### src/rtl/shift_pkg.sv
// Shared definitions for the shift/rotate sequencer.
//   - one-bit shift op encodings used on in_op / op_q
//   - controller FSM state encoding
package shift_pkg;

    localparam logic [1:0] SH_LSR = 2'b00;  // logical right, MSB filled with 0
    localparam logic [1:0] SH_LSL = 2'b01;  // logical left, LSB filled with 0
    localparam logic [1:0] SH_ROR = 2'b10;  // rotate right, LSB wraps to MSB
    localparam logic [1:0] SH_ROL = 2'b11;  // rotate left, MSB wraps to LSB

    typedef enum logic [1:0] {
        IDLE  = 2'd0,
        SHIFT = 2'd1,
        DONE  = 2'd2
    } state_e;

endpackage

### src/rtl/shift_seq_ctrl_shifter.sv
// shifter: purely combinational one-bit shift/rotate datapath.
// Ports:
//   op     in  OPSIZE  shift op (SH_LSR/SH_LSL/SH_ROR/SH_ROL)
//   data_b in  DSIZE   operand before the step
//   data_a out DSIZE   operand after one step
module shifter
    import shift_pkg::*;
#(
    parameter int OPSIZE = 2,
    parameter int DSIZE  = 16
) (
    input  logic [OPSIZE-1:0] op,
    input  logic [DSIZE-1:0]  data_b,
    output logic [DSIZE-1:0]  data_a
);

    always_comb begin
        data_a = data_b;
        case (op[1:0])
            SH_LSR: data_a = {1'b0, data_b[DSIZE-1:1]};
            SH_LSL: data_a = {data_b[DSIZE-2:0], 1'b0};
            SH_ROR: data_a = {data_b[0], data_b[DSIZE-1:1]};
            SH_ROL: data_a = {data_b[DSIZE-2:0], data_b[DSIZE-1]};
            default: data_a = data_b;
        endcase
    end

endmodule

### src/rtl/shift_seq_ctrl.sv
// shift_seq_ctrl: multi-cycle shift/rotate sequencer. Accepts one request,
// applies the one-bit shifter once per clock for in_amt steps, then holds
// the result until the consumer takes it.
//
// state | meaning
// IDLE  | ready for a request (in_ready=1)
// SHIFT | stepping data_q through the shifter, cnt_q steps left
// DONE  | result valid on out_data, waiting for out_ready
//
// Ports:
//   clk, rst_n            clock, async active-low reset
//   in_valid/in_ready     request handshake; in_data, in_op, in_amt payload
//   out_valid/out_ready   result handshake; out_data result (= data_q)
//   busy                  high in SHIFT or DONE
module shift_seq_ctrl
    import shift_pkg::*;
#(
    parameter int DSIZE  = 16,
    parameter int OPSIZE = 2,
    parameter int ASIZE  = 4
) (
    input  logic              clk,
    input  logic              rst_n,
    input  logic              in_valid,
    output logic              in_ready,
    input  logic [DSIZE-1:0]  in_data,
    input  logic [OPSIZE-1:0] in_op,
    input  logic [ASIZE-1:0]  in_amt,
    output logic              out_valid,
    input  logic              out_ready,
    output logic [DSIZE-1:0]  out_data,
    output logic              busy
);

    state_e              state_q, state_d;
    logic [DSIZE-1:0]    data_q, data_d;
    logic [OPSIZE-1:0]   op_q, op_d;
    logic [ASIZE-1:0]    cnt_q, cnt_d;
    logic [DSIZE-1:0]    shift_res;

    shifter #(
        .OPSIZE (OPSIZE),
        .DSIZE  (DSIZE)
    ) u_shifter (
        .op     (op_q),
        .data_b (data_q),
        .data_a (shift_res)
    );

    always_comb begin
        state_d = state_q;
        data_d  = data_q;
        op_d    = op_q;
        cnt_d   = cnt_q;
        case (state_q)
            IDLE: begin
                if (in_valid) begin
                    data_d  = in_data;
                    op_d    = in_op;
                    cnt_d   = in_amt;
                    state_d = (in_amt == '0) ? DONE : SHIFT;
                end
            end
            SHIFT: begin
                // SHIFT is only entered with cnt_q >= 1, so this never wraps.
                data_d = shift_res;
                cnt_d  = cnt_q - ASIZE'(1);
                if (cnt_q == ASIZE'(1)) begin
                    state_d = DONE;
                end
            end
            DONE: begin
                if (out_ready) begin
                    state_d = IDLE;
                end
            end
            default: state_d = IDLE;
        endcase
    end

    always_ff @(posedge clk or negedge rst_n) begin
        if (!rst_n) begin
            state_q <= IDLE;
            data_q  <= '0;
            op_q    <= '0;
            cnt_q   <= '0;
        end else begin
            state_q <= state_d;
            data_q  <= data_d;
            op_q    <= op_d;
            cnt_q   <= cnt_d;
        end
    end

    // Handshake outputs decode registered state only.
    assign in_ready  = (state_q == IDLE);
    assign out_valid = (state_q == DONE);
    assign busy      = (state_q == SHIFT) || (state_q == DONE);
    assign out_data  = data_q;

endmodule

### config.mk
export PLATFORM = sky130hd
export DESIGN_NAME = shift_seq_ctrl
export DESIGN_NICKNAME = d
export VERILOG_FILES = /design/src/rtl/shift_pkg.sv /design/src/rtl/shift_seq_ctrl_shifter.sv /design/src/rtl/shift_seq_ctrl.sv
export SDC_FILE = /design/constraint.sdc
export NUM_CORES = 1
export LEC_CHECK = 0
export BUFFER_PORTS_ARGS = -buffer_cell sky130_fd_sc_hd__buf_2
export CAP_MARGIN = 10
export CORE_MARGIN = 1
export CORE_UTILIZATION = 51
export DETAILED_ROUTE_END_ITERATION = 10
export PLACE_DENSITY = 0.79
export SETUP_SLACK_MARGIN = 0.1
export SYNTH_ARGS = -nofsm -noshare
export SYNTH_HDL_FRONTEND = slang
export SYNTH_SLANG_ARGS = --single-unit
### constraint.sdc
create_clock -name clk -period 2.3 [get_ports clk]
set_input_delay 0.23 -clock clk [delete_from_list [all_inputs] [get_ports clk]]
set_output_delay 0.23 -clock clk [all_outputs]
set_load 0.005 [all_outputs]
Word-level counts from Yosys, hierarchy flattened
Cells that the tools add are included.

word-level totals
  output and inout port bits = 19
  register bits after elaboration = 24
  input port bits = 26

operators by class
  reductions and logical operators = 8
  add/subtract/negate cells = 1
  muxes and demuxes = 10
  equality and inequality tests = 9

operators by type and width
  operator                                                                 count
  16-bit one-hot mux with 4 select lines                                   1
  16-bit one-hot mux with 2 select lines                                   1
  16-bit 2-to-1 mux                                                        1
  2-bit 2-to-1 mux                                                         4
  4-bit one-hot mux with 2 select lines                                    1
  2-bit == test, second input constant                                     3
  2-bit one-hot mux with 3 select lines                                    1
  2-bit by 1-bit == test with 1-bit output, second input constant          2
  4-bit by 1-bit == test with 1-bit output, second input constant          1
  2-bit zero test                                                          2
  4-bit zero test                                                          1
  4-bit 2-to-1 mux                                                         1
  2-bit inequality test, second input constant                             2
  2-bit AND reduction                                                      2
  4-bit by 1-bit subtractor with 4-bit output, second input constant       1
  3-bit AND reduction                                                      1
  2-bit by 1-bit inequality test with 1-bit output, second input constant  1
  2-bit nonzero test                                                       1
  1-bit logical OR                                                         1

Depth between registers and ports, before layout
  word-level depth = 4
  gate-level depth with buffers = 7
  gate-level depth less buffers = 5

By module
Synthesis repeated with hierarchy kept, for this count alone.

second synthesis, totals
  cells, all modules = 150
  area total of the unflattened synthesis = 1505.2 um2

by module, submodules not included
  module          sequential area each (um2)  instances  area each (um2)  cells each
  shift_seq_ctrl  600.6                       1          1267.5           128
  shifter         0.0                         1          237.7            22

Worst setup path after synthesis
OpenSTA, ideal clock, no wires.

  kind = reg2reg
  start point = register state_q[0]
  end point = register data_q[10], in the netlist out_data[10]
  required time = 2.182 ns
  path slack = 0.597 ns
  cell stages (with the launch flop) = 8
  setup time = 0.118 ns
  period minus slack after synthesis = 1.703 ns
  path buffers = 2
  data arrival time = 1.585 ns
  cells stage by stage = dfrtp_1 > inv_1 > ha_1 > buf_2 > mux2i_4 > buf_2 > a211oi_1 > a21o_1

on the way
  word-level cells in the longest chain between the ends = 3

RTL lines
  what                                                                          RTL line              source
  start, declared                                                               shift_seq_ctrl.sv:35  state_e state_q, state_d;
  start signal, assigned                                                        shift_seq_ctrl.sv:88  state_q <= state_d;
  2-bit zero test (*)                                                           --
  net in_ready                                                                  shift_seq_ctrl.sv:25  output logic in_ready,
  2-bit inequality test (no line) / 2-bit nonzero test (equally long branches)  --
  2-bit AND reduction (no line)                                                 --
  end signal, assigned                                                          shift_seq_ctrl.sv:89  data_q <= data_d;
  end, declared                                                                 shift_seq_ctrl.sv:36  logic [DSIZE-1:0] data_q, data_d;

Mark *: on every way through the listed nets, which the timed path passes. The rest lies on a longest branch.
A chain may end at the register's enable or synchronous reset.

Final worst setup path
  start point = register state_q[1]
  end point = register data_q[15], in the netlist out_data[15]

on the way
  word-level cells in the longest chain between the ends = 3

RTL lines
  what                                                                                RTL line              source
  2-bit by 1-bit == test with 1-bit output / 2-bit zero test (equally long branches)  shift_seq_ctrl.sv:55  case (state_q)
  2-bit nonzero test (no line) / 2-bit inequality test (equally long branches)        --
  2-bit AND reduction (no line)                                                       --

Several ways; a longest one is shown, not always the timed one.

==> results.cfg <==
[layout]
final_layout_size_suffix_gt1_share_pct = 29.7
diodes = 0
synthToLayoutAreaGrowth_pct = 19.7
stdcell_area_um2 = 1760
fin_nets = 224

[synthesis]
synth_edf_count = 0
async_flop_share_pct = 100
netlist.area_leader.share_pct = 40.9
synth_area_leaders = dfrtp_1 41%, mux2i_1 12%, a211oi_1 7.7%, a21o_1 7.7%, nor2_1 4.9%
synth-seq-area-share_pct = 40.9
yosysWarnings = 0
synth_area_um2 = 1470
synth_flop_cell = dfrtp_1
ys_types = 32
synth.avg_cell_area_um2 = 9.72
yosys.area.top_type = dfrtp_1
synth.net_count = 182
ys_ff_latch = 24
post-synth-top-count-cell = dfrtp_1
netlist_instances = 151
synth_common_cells = 24 x dfrtp_1, 19 x nor2_1, 17 x mux2i_1

[worst_setup_path]
worstReg2RegStart = state_q[1]$_DFFE_PN0P_
critical-path-top-delay-family = adder cells
ff2ff_path_depth = 6
r2r_slack_ns = 0.43
criticalPathCategory = reg -> reg
crit_arrival_ns = 2.08
slowest_delay_ns = 0.42
end_kind = flop
cp-start-kind = flop
crit_path_max_fanout = 20
worstReg2RegEnd = out_data[15]$_DFFE_PN0P_
critPathBufInv = 2
crit_slowest_cell = ha_1
startpoint = state_q[1]$_DFFE_PN0P_
required_ns = 2.52
critical_path.cell_chain = inv_1 -> ha_1 -> mux2i_4 -> buf_4 -> nor2_1 -> a22o_1

[detailed_routing]
drc = 0
viasPerCell = 5.78
finalWirelength_um = 3200
dr.pass1.iters = 4
first_iter_violations = 20
wire_per_inst_um = 14.3
antenna_left = 0
routed-via-count = 1288

[power_and_ir_drop]
p_leak_nw = 0.929
power.density_nw_per_um2 = 1470
ir_drop_mv = 0.932

[run]
drv_cap = 0

[grt]
grt_max_degree = 34
grt_first_pass_wirelength_um = 5730
antenna_found_initial = 0
grt_pass1_vias = 1309
grt_overflow = 0
grt_usage_pct = 23.0

[sta]
slew_headroom_pct = 62.1
fin_skew_ns = 0.00201
drv_slew = 0
fmax_mhz = 536
finalSetupViolCount = 0
finalSetupTns_ns = 0
fin_crit_sh_pct = 81.1
fin_ws_ns = 0.434
rsz0062_at_grt = no
fin_crit_ns = 1.87
holdWs_ns = 0.142
worstMarginPinSlew_ns = 0.568
hold_viol_final = 0

[floorplanning]
start_util_pct = 53.7
ios = 45
rows = 19
dieHeight_um = 55.6
die_area_um2 = 3100
fp.dieW_um = 55.6
core-area_um2 = 2730

[clock_network]
hold_buffers = 1
numCtsBuffers = 3
path_clk_slew_ns = 0.13
cts_sinks = 24
cts_tree = yes
post_cts_resized = 0
cts_buffer_depth = 2
clk_latency_ns = 0.31
htreeDepth = 1
cts-root-buf = clkbuf_4
cts_setup_buffers = 0

[run_status]
status = completed

[placement]
dpl_worst_slack_ns = 0.455
io_buffers = 44
place.gp.congestion = 0.854
placed_area_um2 = 1710
dp_hpwl_um = 2370

[hold_path]
min_to = op_q[0]$_DFFE_PN0P_
min-delay-start = in_op[0]
min_path_type = in -> reg
whs_path_depth = 2
-- area by class of cell --
cell class | instances | area [um2]
fill | 241 | 977
multi-input combinational | 109 | 786
sequential | 24 | 601
timing repair buffer | 49 | 273
tap | 31 | 38.8
clock buffer | 4 | 36.3
inverter | 6 | 22.5
-- registers in the layout, indices dropped and copies added (netlist names) --
signal / flops
state_q: 2
out_data: 16
cnt_q: 4
op_q: 2
-- cells in the final DEF, fill, tap and decap left out, types with 2 or more instances in the layout --
cell type  instances
buf_2             44
dfrtp_1           24
nor2_1            19
mux2i_1           17
a211oi_1          15
a21o_1            15
inv_1              6
nand2_1            6
ha_1               5
o21ai_0            4
nand3_1            3
nand2b_1           3
clkbuf_4           3
buf_4              3
nor3_1             2
nor2b_1            2
mux2_2             2
a21oi_1            2
-- per-stage QoR --
stage / cells / power (mW) / utilization [%]
final: 223 / 2.58 / 64.3
after global routing: 223 / 2.80 / 64.3
after CTS: 223 / 2.60 / 64.3
after detailed placement: 218 / 2.37 / 62.6
after global placement: 218 / 2.26 / 62.6
after floorplan: 151 / 1.92 / -
-- cells by family (layout without fill, tap and decap cells) --
kind of cell	after synthesis	count (layout)	synth area share, %
adders and majority gates	5	5	4.26
muxes	20	20	14.7
and+or+nand+nor	39	39	12.2
buffers and inverters	18	59	5.54
AOI/OAI and AO/OA	45	45	22.4
DFF	24	24	40.9
-- layer usage --
layer / track usage [%] / up-vias / share of wire [%]
met4: 8.21 / 0 / 0.78
met2: 40.8 / 42 / 51
met5: 0 / - / 0
met3: 2.79 / 4 / 4.4
li1: - / 624 / -
met1: 28.9 / 618 / 44
-- report_power, final --
part | switching, mW | internal (mW) | leakage [nW]
Sequential | 0.221 | 0.642 | 0.289
Combinational | 0.756 | 0.733 | 0.618
Clock | 0.128 | 0.0967 | 0.0210
-- how the worst max path moves through the flow --
stage / endpoint / cells after the start
after global routing: out_data[15]$_DFFE_PN0P_ / 6
final: out_data[15]$_DFFE_PN0P_ / 6
after global placement: out_data[15]$_DFFE_PN0P_ / 6
after CTS: out_data[15]$_DFFE_PN0P_ / 6
after detailed placement: out_data[15]$_DFFE_PN0P_ / 6
after floorplan: out_data[10]$_DFFE_PN0P_ / 7
(Power assumes the default switching activity.)
